### src/rtl/clause_queue_pkg.sv
// rtl/clause_queue_pkg.sv - shared solver types: clause record and default clause queue depth
package clause_queue_pkg;

  // Default number of clause entries in a clause queue
  localparam int CLQ_DEPTH = 8;

  // One clause as it travels from the switch to the engine
  typedef struct packed {
    logic [15:0] id;
    logic [15:0] lit;
  } cla_t;

endpackage

### src/rtl/clause_queue.sv
// rtl/clause_queue.sv - show-ahead circular clause queue; optional drop counter under CLQ_DROP_CNT_EN
module clause_queue
  import clause_queue_pkg::*;
#(
  parameter int DEPTH = CLQ_DEPTH
) (
  input  logic                       clk,
  input  logic                       rst_n,
  input  cla_t                       sw2clq,
  input  logic                       sw2clq_valid,
  output cla_t                       clq2eng,
  output logic                       clq2eng_valid,
  input  logic                       eng2clq_ready,
  output logic                       clq2carb_full,
  output logic [$clog2(DEPTH+1)-1:0] clq_count
`ifdef CLQ_DROP_CNT_EN
  ,
  output logic [15:0]                clq_drop_cnt
`endif
);

  localparam int PW = $clog2(DEPTH);
  localparam int CW = $clog2(DEPTH+1);

  cla_t          mem [DEPTH];
  logic [PW-1:0] wr_ptr;
  logic [PW-1:0] rd_ptr;
  logic [CW-1:0] count;
  logic          push;
  logic          pop;

  // Flags come only from the registered count; full rejects a push even when a pop happens alongside
  always_comb begin
    clq2eng_valid = (count != '0);
    clq2carb_full = (count == CW'(DEPTH));
    push          = sw2clq_valid && !clq2carb_full;
    pop           = clq2eng_valid && eng2clq_ready;
    clq2eng       = mem[rd_ptr];
    clq_count     = count;
  end

  // Storage write; contents are never reset, stale entries are masked by count
  always_ff @(posedge clk) begin
    if (push) begin
      mem[wr_ptr] <= sw2clq;
    end
  end

  // Pointers wrap naturally because DEPTH is a power of two
  always_ff @(posedge clk or negedge rst_n) begin
    if (!rst_n) begin
      wr_ptr <= '0;
      rd_ptr <= '0;
      count  <= '0;
    end else begin
      if (push) begin
        wr_ptr <= wr_ptr + PW'(1);
      end
      if (pop) begin
        rd_ptr <= rd_ptr + PW'(1);
      end
      if (push && !pop) begin
        count <= count + CW'(1);
      end else if (pop && !push) begin
        count <= count - CW'(1);
      end
    end
  end

`ifdef CLQ_DROP_CNT_EN
  // Count push requests turned away while full, saturating at all-ones
  always_ff @(posedge clk or negedge rst_n) begin
    if (!rst_n) begin
      clq_drop_cnt <= '0;
    end else if (sw2clq_valid && clq2carb_full && (clq_drop_cnt != 16'hFFFF)) begin
      clq_drop_cnt <= clq_drop_cnt + 16'd1;
    end
  end
`endif

endmodule

### config.mk
export PLATFORM = sky130hd
export DESIGN_NAME = clause_queue
export DESIGN_NICKNAME = d
export VERILOG_FILES = /design/src/rtl/clause_queue_pkg.sv /design/src/rtl/clause_queue.sv
export SDC_FILE = /design/constraint.sdc
export NUM_CORES = 1
export LEC_CHECK = 0
export BUFFER_PORTS_ARGS = -buffer_cell sky130_fd_sc_hd__clkbuf_2
export CELL_PAD_IN_SITES_DETAIL_PLACEMENT = 0
export CELL_PAD_IN_SITES_GLOBAL_PLACEMENT = 1
export CORE_ASPECT_RATIO = 1.75
export CORE_MARGIN = 2
export CORE_UTILIZATION = 35
export CTS_CLUSTER_DIAMETER = 150
export CTS_CLUSTER_SIZE = 24
export DETAILED_ROUTE_END_ITERATION = 8
export PLACE_DENSITY = 0.62
export SYNTH_ARGS = -nofsm -noshare
export SYNTH_HDL_FRONTEND = slang
export SYNTH_SLANG_ARGS = --single-unit
### constraint.sdc
create_clock -name clk -period 4.25 [get_ports clk]
set_input_delay 0.85 -clock clk [delete_from_list [all_inputs] [get_ports clk]]
set_output_delay 0.85 -clock clk [all_outputs]
set_load 0.02 [all_outputs]
==> impl_metrics.py, run 1 <==
metrics = {
    "run_status": {
        "status": "finished clean",
    },
    "logic_synthesis": {
        "synthArstFlopShare_pct": 3.759,
        "synth-seq-cells": 266,
        "ys_warn_count": 0,
        "ys_top_cells_by_count": "edfxtp_1 (256), mux4_2 (39), mux2_2 (34)",
        "synth_xor_area_share_pct": 0.5077,
        "syn_area_per_cell_um2": 23.90,
        "synth_compound_area_share_pct": 0.3989,
        "synth_top_family_by_area": "multiplexers",
        "syn_area_um2": 10350,
        "yosysSeqAreaShare_pct": 76.69,
        "synth_ff_type": "edfxtp_1",
        "synth_top_area_share_pct": 74.27,
        "synth_cell_types": 30,
        "synth.area.top_cells": "edfxtp_1 (74%), mux4_2 (8.5%), mux4_1 (6.3%), mux2_2 (3.7%), dfrtp_1 (2.4%)",
        "yosys.area_share.adder_pct": 0.7979,
        "synth.mux.area_fraction_pct": 18.74,
        "synth_simple_gate_area_share_pct": 1.354,
        "yosysMostFrequentCell": "edfxtp_1",
        "syn_inst": 433,
        "yosysTopAreaCell": "edfxtp_1",
        "synth_edf_count": 256,
        "synth_nets": 475,
    },
    "power": {
        "p_leak_nw": 3.798,
        "powerDensity_nw_per_um2": 659.2,
        "ir_worst_vdd_mv": 0.3334,
    },
    "cells_and_area": {
        "fillers": 2551,
        "areaGrowthSynthToFinish_pct": 12.52,
        "final_layout_size_suffix_gt1_share_pct": 35.18,
        "n_antenna_cell": 0,
        "num-nets-final": 557,
        "stdcell_area_um2": 11650,
    },
    "setup_path": {
        "cp_data_arrival_time_ns": 2.58,
        "r2r-start": "clq_count[0]$_DFFE_PN0P_",
        "crit_path_end_kind": "output port",
        "cp_max_fo": 18,
        "cp-startpoint": "rd_ptr[0]$_DFFE_PN0P_",
        "cp-start-kind": "register",
        "crit_required_ns": 3.40,
        "critPathKind": "register to output port",
    },
    "die": {
        "placementRows": 83,
        "die_area_um2": 31020,
        "ios": 74,
        "initial_utilization_pct": 35.47,
        "core_area_um2": 29180,
        "die_x_um": 134.0,
        "fp.dieH_um": 231.5,
    },
    "placement": {
        "postPlaceCellArea_um2": 11210,
        "gp_congestion": 0.6927,
        "dp_hpwl_um": 11860,
        "io_buffers": 73,
    },
    "run": {
        "maxCapViolations": 0,
    },
    "drt": {
        "via_count": 4576,
        "drtAntennaViolNets": 0,
        "drt_wl_total_um": 20320,
        "drtIter0Drc": 386,
        "wl_per_cell_um": 22.45,
        "drc": 0,
        "via_per_inst": 5.056,
        "drt-pass1-iter-count": 4,
    },
    "clocking": {
        "holdBufCountCts": 0,
        "cts_buffers": 15,
        "cts-resized-gates": 0,
        "cts_sinks": 266,
        "clk_latency_ns": 0.48,
        "path_clk_slew_ns": 0.09,
        "tritoncts": "yes",
        "post-cts-setup-buffers": 0,
        "htreeDepth": 1,
        "clockBufferDepth": 3,
        "cts_root_buf": "clkbuf_16",
    },
    "timing": {
        "final.setup_skew_ns": 0.02173,
        "tightest_slew_ns": 1.081,
        "fmax_ghz": 0.2915,
        "period_share_pct": 80.71,
        "final.setup.tns_ns": 0,
        "relSlewSlack_pct": 27.94,
        "min_period_ns": 3.430,
        "slew_viol_final": 0,
        "hold_viol": 0,
        "rsz0062_at_grt": "no",
        "setup_violations": 0,
    },
    "grt": {
        "grt_max_degree": 67,
        "antenna_found_initial": 0,
        "grt_overflow": 0,
        "grt_pass1_wl_um": 30790,
        "gr-usage-all-layers_pct": 13.37,
        "grt_pass1_vias": 4949,
    },
    "hold_path": {
        "hold_path_class": "input port to async pin",
    },
}
## placed cells by master, fill, tap and decap left out, types with 3 or more instances in the layout
master,Yosys,final
edfxtp_1,256,256
dfrtp_1,10,7
inv_1,3,3
nand2_1,5,5
clkbuf_16,0,15
clkbuf_1,5,9
buf_4,0,10
nor2_4,0,6
xnor2_1,6,6
clkbuf_2,0,73
mux2_2,34,34
ha_1,5,5
nand3_1,5,5
mux4_1,25,25
mux4_2,39,39
## critical path, cell delays in order (launching register included)
cell      delay, ns
dfrtp_4        0.66
buf_4          0.41
mux4_1         0.59
mux2_2         0.29
clkbuf_2       0.16
## sequential cells by signal, indices dropped and copies added, names as in the netlist
register / cells
clq_count: 4
mem: 256
rd_ptr: 3
wr_ptr: 3
## cell type report
type	count	area, um2	area share (%)
inverter	3	11.26	0.09669
clock buffer	24	409.1	3.513
tap	382	478.0	4.104
clock inverter	1	30.03	0.2578
sequential	266	7946	68.23
multi-input combinational	145	2311	19.84
timing repair buffer	84	460.4	3.954
## layer usage
| layer | track usage [%] | routed length [um] | up-vias |
|---|---|---|---|
| li1 | - | - | 2002 |
| met4 | 4.056 | 403 | 0 |
| met5 | 0 | 0 | - |
| met3 | 1.815 | 841 | 22 |
| met2 | 24.15 | 11070 | 88 |
| met1 | 16.58 | 7999 | 2464 |
## power breakdown
group | switching, mW | internal, mW
Clock | 0.798 | 0.682
Combinational | 1.30 | 1.19
Sequential | 0.394 | 3.31
## stage by stage
stage	cells	hold slack [ns]	utilization [%]	setup WS (ns)	power, mW
6_report	905	0.2360	39.91	0.8200	7.677
5_1_grt	905	0.2349	39.91	0.6674	8.077
4_1_cts	905	0.2224	39.91	0.7410	7.836
3_5_place_dp	880	0.5256	38.40	1.249	6.350
3_3_place_gp	880	0.5067	38.40	1.261	6.284
2_1_floorplan	433	0.4857	-	0.5963	5.500
## worst paths after layout
kind	end	slack [ns]	depth (start not counted)
min in group clk	wr_ptr[0]$_DFFE_PN0P_	0.54	1
worst min register to register	wr_ptr[0]$_DFFE_PN0P_	0.54	1
worst min-delay path	clq_count[2]$_DFFE_PN0P_	0.24	1
worst max-delay path	clq2eng[1]	0.82	4
worst max register to register	clq_count[3]$_DFFE_PN0P_	1.29	8
max in group asynchronous	rd_ptr[0]$_DFFE_PN0P_	3.72	1
## cells by family after synthesis
family | after synthesis
buffers and inverters | 22
AO/OA/AOI/OAI | 6
XOR/XNOR | 6
multiplexers | 100
adder cells (fa/ha/maj) | 6
AND/OR/NAND/NOR | 27
flip-flops | 266
Note: power is estimated with default switching activity, not from simulation.
==> inputs of run 2 (changes only) <==
ABC_AREA = 1   (was not set)
PLACE_DENSITY = 0.7   (was 0.62)
clock period = 3.1 ns   (was 4.25 ns; I/O delays follow)
==> run 2 against run 1 <==
Die area rose by 12%; via count up 59%; clock-buffer cell count did not move; sequential power up 29%; non-clock buffer count up 11; critical path type unchanged; synthesized cell count grew to 2.7 times the previous value; setup slack got worse by 0.54 ns; highest routed layer unchanged; utilization fell by 0.55 points.
==> impl_metrics.py, run 2 <==
metrics = {
    "run_status": {
        "status": "finished clean",
    },
    "power": {
        "p_sw_mw": 4.730,
        "powerDensity_nw_per_um2": 904.8,
        "p_leak_nw": 5.597,
        "p_seq_share_pct": 40.8,
        "ir_worst_vdd_mv": 0.4773,
        "p_sw_share_pct": 40.48,
        "p_comb_share_pct": 41.5,
        "p_int_mw": 6.954,
        "pwr-share-clk_pct": 17.7,
        "finalPower_mw": 11.68,
    },
    "timing": {
        "relSlewSlack_pct": 58.60,
        "tightest_slew_ns": 0.6211,
        "min_period_ns": 2.819,
        "slew_viol_final": 0,
        "fmax_ghz": 0.3548,
        "hold_slack_ns": 0.3898,
        "layout_setup_ws_ns": 0.2814,
        "rsz0062_at_grt": "no",
        "hold_viol": 0,
        "setup_violations": 0,
        "period_share_pct": 90.92,
        "final.setup_skew_ns": 0.03126,
    },
    "setup_path": {
        "cp-start-kind": "register",
        "r2r-start": "clq_count[0]$_DFFE_PN0P_",
        "crit_required_ns": 2.48,
        "cp_num_buf_inv": 2,
        "cp_common_cell": "nand2_1",
        "cp_data_arrival_time_ns": 2.20,
        "path_cells": "buf_12 > nor2_1 > nor2_1 > nand2_1 > nand2_1 > nand2_1 > nand2_1 > clkbuf_2",
        "cp_max_fo": 88,
        "r2r_slack_ns": 0.80,
        "crit_path_end_kind": "output port",
        "critPathKind": "register to output port",
        "crit_path_max_incr_delay_ns": 0.66,
        "crit_slowest_cell": "dfrtp_4",
        "rr_worst_depth": 13,
        "reg2reg_to": "clq_count[3]$_DFFE_PN0P_",
        "cp_top_family": "flip-flops",
    },
    "clocking": {
        "htreeDepth": 1,
        "cts_sinks": 266,
        "clockBufferDepth": 3,
        "post-cts-setup-buffers": 0,
        "tritoncts": "yes",
        "clk_latency_ns": 0.50,
        "holdBufCountCts": 1,
        "cts_buffers": 15,
        "cts-resized-gates": 0,
        "cts_root_buf": "clkbuf_16",
        "path_clk_slew_ns": 0.09,
    },
    "drt": {
        "wl_per_cell_um": 14.78,
        "drt-pass1-iter-count": 6,
        "drc": 0,
        "via_per_inst": 4.388,
        "drtAntennaViolNets": 0,
        "via_count": 7289,
        "drtIter0Drc": 451,
        "drt_wl_total_um": 24550,
    },
    "hold_path": {
        "min_from": "eng2clq_ready",
        "worstHoldPathCells": 3,
        "hold_path_class": "input port to register",
        "worst_hold_path.endpoint": "rd_ptr[1]$_DFFE_PN0P_",
    },
    "logic_synthesis": {
        "ys_top_cells_by_count": "nand2_1 (442), nor2_1 (258), edfxtp_1 (256)",
        "syn_area_per_cell_um2": 9.817,
        "synth_ff_type": "edfxtp_1",
        "synth_cell_types": 20,
        "yosysTopAreaCell": "edfxtp_1",
        "synth-seq-cells": 266,
        "yosysSeqAreaShare_pct": 68.23,
        "synth_edf_count": 256,
        "syn_inst": 1185,
        "ys_warn_count": 0,
        "synth.area.top_cells": "edfxtp_1 (66%), nand2_1 (14%), nor2_1 (8.3%), inv_1 (4.5%), dfrtp_1 (2.2%)",
        "synth_nets": 1227,
        "synth_top_area_share_pct": 66.08,
        "synthArstFlopShare_pct": 3.759,
        "syn_area_um2": 11630,
        "yosysMostFrequentCell": "nand2_1",
    },
    "grt": {
        "grt_most_used_layer": "met2",
        "grt_overflow": 0,
        "grt_pass1_wl_um": 38660,
        "met2_usage_pct": 26.76,
        "grt_max_degree": 89,
        "use_met1_pct": 17.86,
        "antenna_found_initial": 1,
        "use_met3_pct": 1.463,
        "gr-usage-all-layers_pct": 14.57,
        "grt_pass1_vias": 7001,
    },
    "die": {
        "die_area_um2": 34770,
        "initial_utilization_pct": 35.46,
        "ios": 74,
        "fp.dieH_um": 245.2,
        "core_area_um2": 32810,
        "die_x_um": 141.8,
        "placementRows": 88,
    },
    "cells_and_area": {
        "largest_register_ffs": 256,
        "largest_register": "mem",
        "layout_commonest_cell": "nand2_1",
        "num-nets-final": 1289,
        "areaGrowthSynthToFinish_pct": 11.00,
        "utilization_pct": 39.36,
        "final_layout_size_suffix_gt1_share_pct": 9.721,
        "multi_input_area_um2": 2889,
        "stdcell_area_um2": 12910,
        "fillers": 3184,
        "layout_common_cells": "nand2_1 (442), nor2_1 (258), edfxtp_1 (256)",
        "seq_area_um2": 7943,
    },
    "placement": {
        "gp_congestion": 0.7426,
        "io_buffers": 73,
        "place_ws_ns": 0.7722,
        "postPlaceCellArea_um2": 12460,
        "dp_hpwl_um": 13820,
    },
    "run": {
        "maxCapViolations": 0,
    },
}
## run 2: cell count changes after synthesis, sizes merged, moves of 2 or more
cell / previous run / this run
o21ai: 1 / 3
nand2b: 2 / 0
nor3: 3 / 8
inv: 3 / 140
nor2: 6 / 258
a21oi: 2 / 0
mux2: 35 / 0
nand2: 5 / 442
nand3b: 2 / 0
mux4: 64 / 0
buf: 14 / 46
o211ai: 2 / 0
or4: 2 / 0
## run 2: worst register-to-register path, delay by kind of cell (launching register included)
kind | cells | cell delay (ns)
adders and majority gates | 2 | 0.48
buffers and inverters | 3 | 0.42
DFF | 1 | 0.46
and+or+nand+nor | 8 | 0.85
## run 2: cell families (layout without fill, tap and decap cells)
| family | Yosys count | count (layout) | synth area share, % |
|---|---|---|---|
| buf+inv | 190 | 260 | 7.281 |
| compound gates | 3 | 3 | 0.1290 |
| other cells | 0 | 1 | 0 |
| simple gates | 714 | 714 | 23.20 |
| xor+xnor | 6 | 6 | 0.4517 |
| fa+ha+maj | 6 | 6 | 0.7098 |
| flops | 266 | 266 | 68.23 |
## run 2: worst max path at each step
stage	slack (ns)	end	depth (start not counted)	startpoint
after floorplan	-0.56	mem[4][0]$_DFFE_PP_	5	clq_count[0]$_DFFE_PN0P_
after global placement	0.74	clq2eng[22]	8	rd_ptr[0]$_DFFE_PN0P_
after detailed placement	0.77	clq2eng[22]	8	rd_ptr[0]$_DFFE_PN0P_
after CTS	0.22	clq2eng[22]	8	rd_ptr[0]$_DFFE_PN0P_
after global routing	0.04	clq2eng[22]	8	rd_ptr[0]$_DFFE_PN0P_
final	0.28	clq2eng[22]	8	rd_ptr[0]$_DFFE_PN0P_
## run 2: cell type report
class	instances	area share, %
sequential	266	61.51
multi-input combinational	729	22.37
timing repair buffer	95	4.709
inverter	140	4.069
tap	405	3.924
clock buffer	24	3.168
clock inverter	1	0.2325
antenna	1	0.01938
## run 2: stage by stage
| stage | TNS [ns] | instances |
|---|---|---|
| floorplan | -142.16 | 1185 |
| global placement | 0 | 1634 |
| detailed placement | 0 | 1634 |
| CTS | 0 | 1660 |
| global route | 0 | 1661 |
| finish | 0 | 1661 |
## run 2: layer usage
| metal | wire (um) | up-vias |
|---|---|---|
| li1 | - | 3783 |
| met1 | 10460 | 3394 |
| met2 | 12880 | 85 |
| met3 | 653 | 27 |
| met4 | 567 | 0 |
| met5 | 0 | - |
## run 2: power groups by stage
stage | Clock [mW] | Sequential (mW) | Combinational, mW
after floorplan | 0 | 4.78 | 3.62
after global placement | 0 | 4.84 | 4.97
after detailed placement | 0 | 4.86 | 5.00
after CTS | 2.13 | 4.77 | 5.01
after global routing | 2.27 | 4.83 | 5.55
final | 2.06 | 4.77 | 4.85
==> inputs of run 3 (changes only) <==
SETUP_SLACK_MARGIN = 0.5   (was not set)
==> run 3 against run 2 <==
Clock-buffer cell count decreased by 5; maximum frequency increased by 8.5%; non-clock buffer count up 27; sequential power shrank 0.8%; cell count is 1.3% higher; hold slack got worse by 0.017 ns; routed wire length up 8.9%; sequential share of layout area is 3.8 points lower; global-route usage fell by 0.096 points; total power grew 12%; via count grew 4.0%; combinational power is 31% higher; highest routed layer unchanged.
==> impl_metrics.py, run 3 (same netlist as run 2, synthesis figures left out) <==
metrics = {
    "run_status": {
        "status": "finished clean",
    },
    "setup_path": {
        "rr_worst_depth": 11,
        "r2r-start": "clq_count[0]$_DFFE_PN0P_",
        "critPathKind": "register to output port",
        "cp_max_fo": 6,
        "r2r_slack_ns": 0.86,
        "reg2reg_to": "clq_count[3]$_DFFE_PN0P_",
        "crit_required_ns": 2.48,
        "cp_data_arrival_time_ns": 1.98,
        "crit_path_end_kind": "output port",
        "cp-start-kind": "register",
    },
    "drt": {
        "drt_wl_total_um": 26730,
        "drtIter0Drc": 420,
        "via_count": 7583,
        "drc": 0,
        "drt-pass1-iter-count": 4,
        "wl_per_cell_um": 15.89,
        "drtAntennaViolNets": 0,
        "via_per_inst": 4.508,
    },
    "cells_and_area": {
        "utilization_pct": 41.92,
        "n_antenna_cell": 0,
        "num-nets-final": 1316,
        "stdcell_area_um2": 13760,
        "areaGrowthSynthToFinish_pct": 18.24,
        "seq_area_um2": 7943,
        "multi_input_area_um2": 3129,
        "layout.cells.non_filler": 1682,
        "layout_commonest_cell": "nand2_1",
        "final_layout_size_suffix_gt1_share_pct": 15.74,
        "largest_register_ffs": 256,
        "fillers": 3105,
        "layout_common_cells": "nand2_1 (426), edfxtp_1 (256), nor2_1 (222)",
        "largest_register": "mem",
    },
    "placement": {
        "gp_congestion": 0.7270,
        "postPlaceCellArea_um2": 12560,
        "place_ws_ns": 0.7014,
        "dp_cells": 1640,
        "dp_hpwl_um": 14020,
        "io_buffers": 73,
    },
    "timing": {
        "tightest_slew_ns": 0.5948,
        "final.setup_skew_ns": 0.03502,
        "final.setup.tns_ns": 0,
        "min_period_ns": 2.599,
        "slew_viol_final": 0,
        "hold_slack_ns": 0.3732,
        "hold_viol": 0,
        "rsz0062_at_grt": "yes",
        "fmax_ghz": 0.3848,
        "relSlewSlack_pct": 60.35,
        "period_share_pct": 83.83,
        "setup_violations": 0,
        "layout_setup_ws_ns": 0.5014,
    },
    "hold_path": {
        "worst_hold_path.endpoint": "rd_ptr[1]$_DFFE_PN0P_",
        "hold_path_class": "input port to register",
        "worstHoldPathCells": 3,
        "min_from": "eng2clq_ready",
    },
    "die": {
        "ios": 74,
        "core_area_um2": 32810,
        "fp.dieH_um": 245.2,
        "initial_utilization_pct": 35.46,
        "placementRows": 88,
        "die_area_um2": 34770,
        "die_x_um": 141.8,
    },
    "power": {
        "finalPower_mw": 13.13,
        "p_leak_nw": 5.914,
        "powerDensity_nw_per_um2": 954.8,
        "ir_worst_vdd_mv": 0.5348,
    },
    "run": {
        "maxCapViolations": 0,
    },
    "clocking": {
        "htreeDepth": 1,
        "path_clk_slew_ns": 0.09,
        "clk_latency_ns": 0.50,
        "cts_buffers": 15,
        "cts_root_buf": "clkbuf_16",
        "clockBufferDepth": 3,
        "cts_sinks": 266,
        "tritoncts": "yes",
    },
    "grt": {
        "grt_pass1_vias": 7013,
        "gr-usage-all-layers_pct": 14.47,
        "grt_overflow": 0,
        "antenna_found_initial": 0,
        "grt_max_degree": 67,
        "grt_pass1_wl_um": 38750,
    },
}
==> run 3: cell count changes in the layout (fill, tap and decap cells not counted), moves of 7 or more <==
cell,before,now
clkbuf_16,15,25
nand2_1,442,426
nor3_2,8,0
nor2_4,0,11
nor2_1,258,222
nand2_2,0,15
buf_4,15,22
nor3_4,0,8
buf_6,0,20
clkbuf_2,73,49
nor2_2,0,25
==> run 3: area by class of cell <==
| class | count | area share (%) |
|---|---|---|
| repair buffers | 122 | 8.914 |
| clock buffers | 19 | 2.838 |
| well taps | 405 | 3.684 |
| inverters | 140 | 3.857 |
| multi-input cells | 729 | 22.75 |
| clock inverters | 1 | 0.2183 |
| flip-flops and latches | 266 | 57.74 |
==> run 3: where the power goes <==
| group | internal [mW] | switching (mW) |
|---|---|---|
| logic | 2.45 | 3.92 |
| clock network | 0.912 | 1.12 |
| registers | 4.51 | 0.216 |
==> run 3: what timing repair did <==
item	CTS	global route
resized for setup	11	137
pin swaps	0	37
gates cloned	0	14
endpoints found under the setup margin	32	30
hold buffers	1	0
endpoints found under the hold margin	8	0
setup buffers	6	1
==> run 3: critical path, stage by stage, from the launching register on <==
cell	delay [ns]
dfrtp_4	0.55
clkbuf_16	0.20
buf_6	0.12
buf_6	0.11
nor2_4	0.07
nor2_2	0.03
nand2_1	0.06
nand2_1	0.04
nand2_1	0.06
nand2_2	0.09
buf_8	0.14
==> run 3: per-layer routing <==
layer	track usage, %	routed length, um	vias up
met4	4.353	537	0
li1	-	-	3840
met5	0	0	-
met3	1.892	878	28
met2	26.71	14040	101
met1	17.43	11270	3614
==> run 3: worst max-delay path by stage <==
stage,end,start,slack (ns)
floorplan,mem[0][0]$_DFFE_PP_,clq_count[0]$_DFFE_PN0P_,0.40
global placement,clq2eng[18],rd_ptr[0]$_DFFE_PN0P_,0.71
detailed placement,clq2eng[24],rd_ptr[0]$_DFFE_PN0P_,0.70
CTS,clq2eng[31],rd_ptr[0]$_DFFE_PN0P_,0.50
global route,clq2eng[3],rd_ptr[0]$_DFFE_PN0P_,0.40
finish,clq2eng[31],rd_ptr[0]$_DFFE_PN0P_,0.50
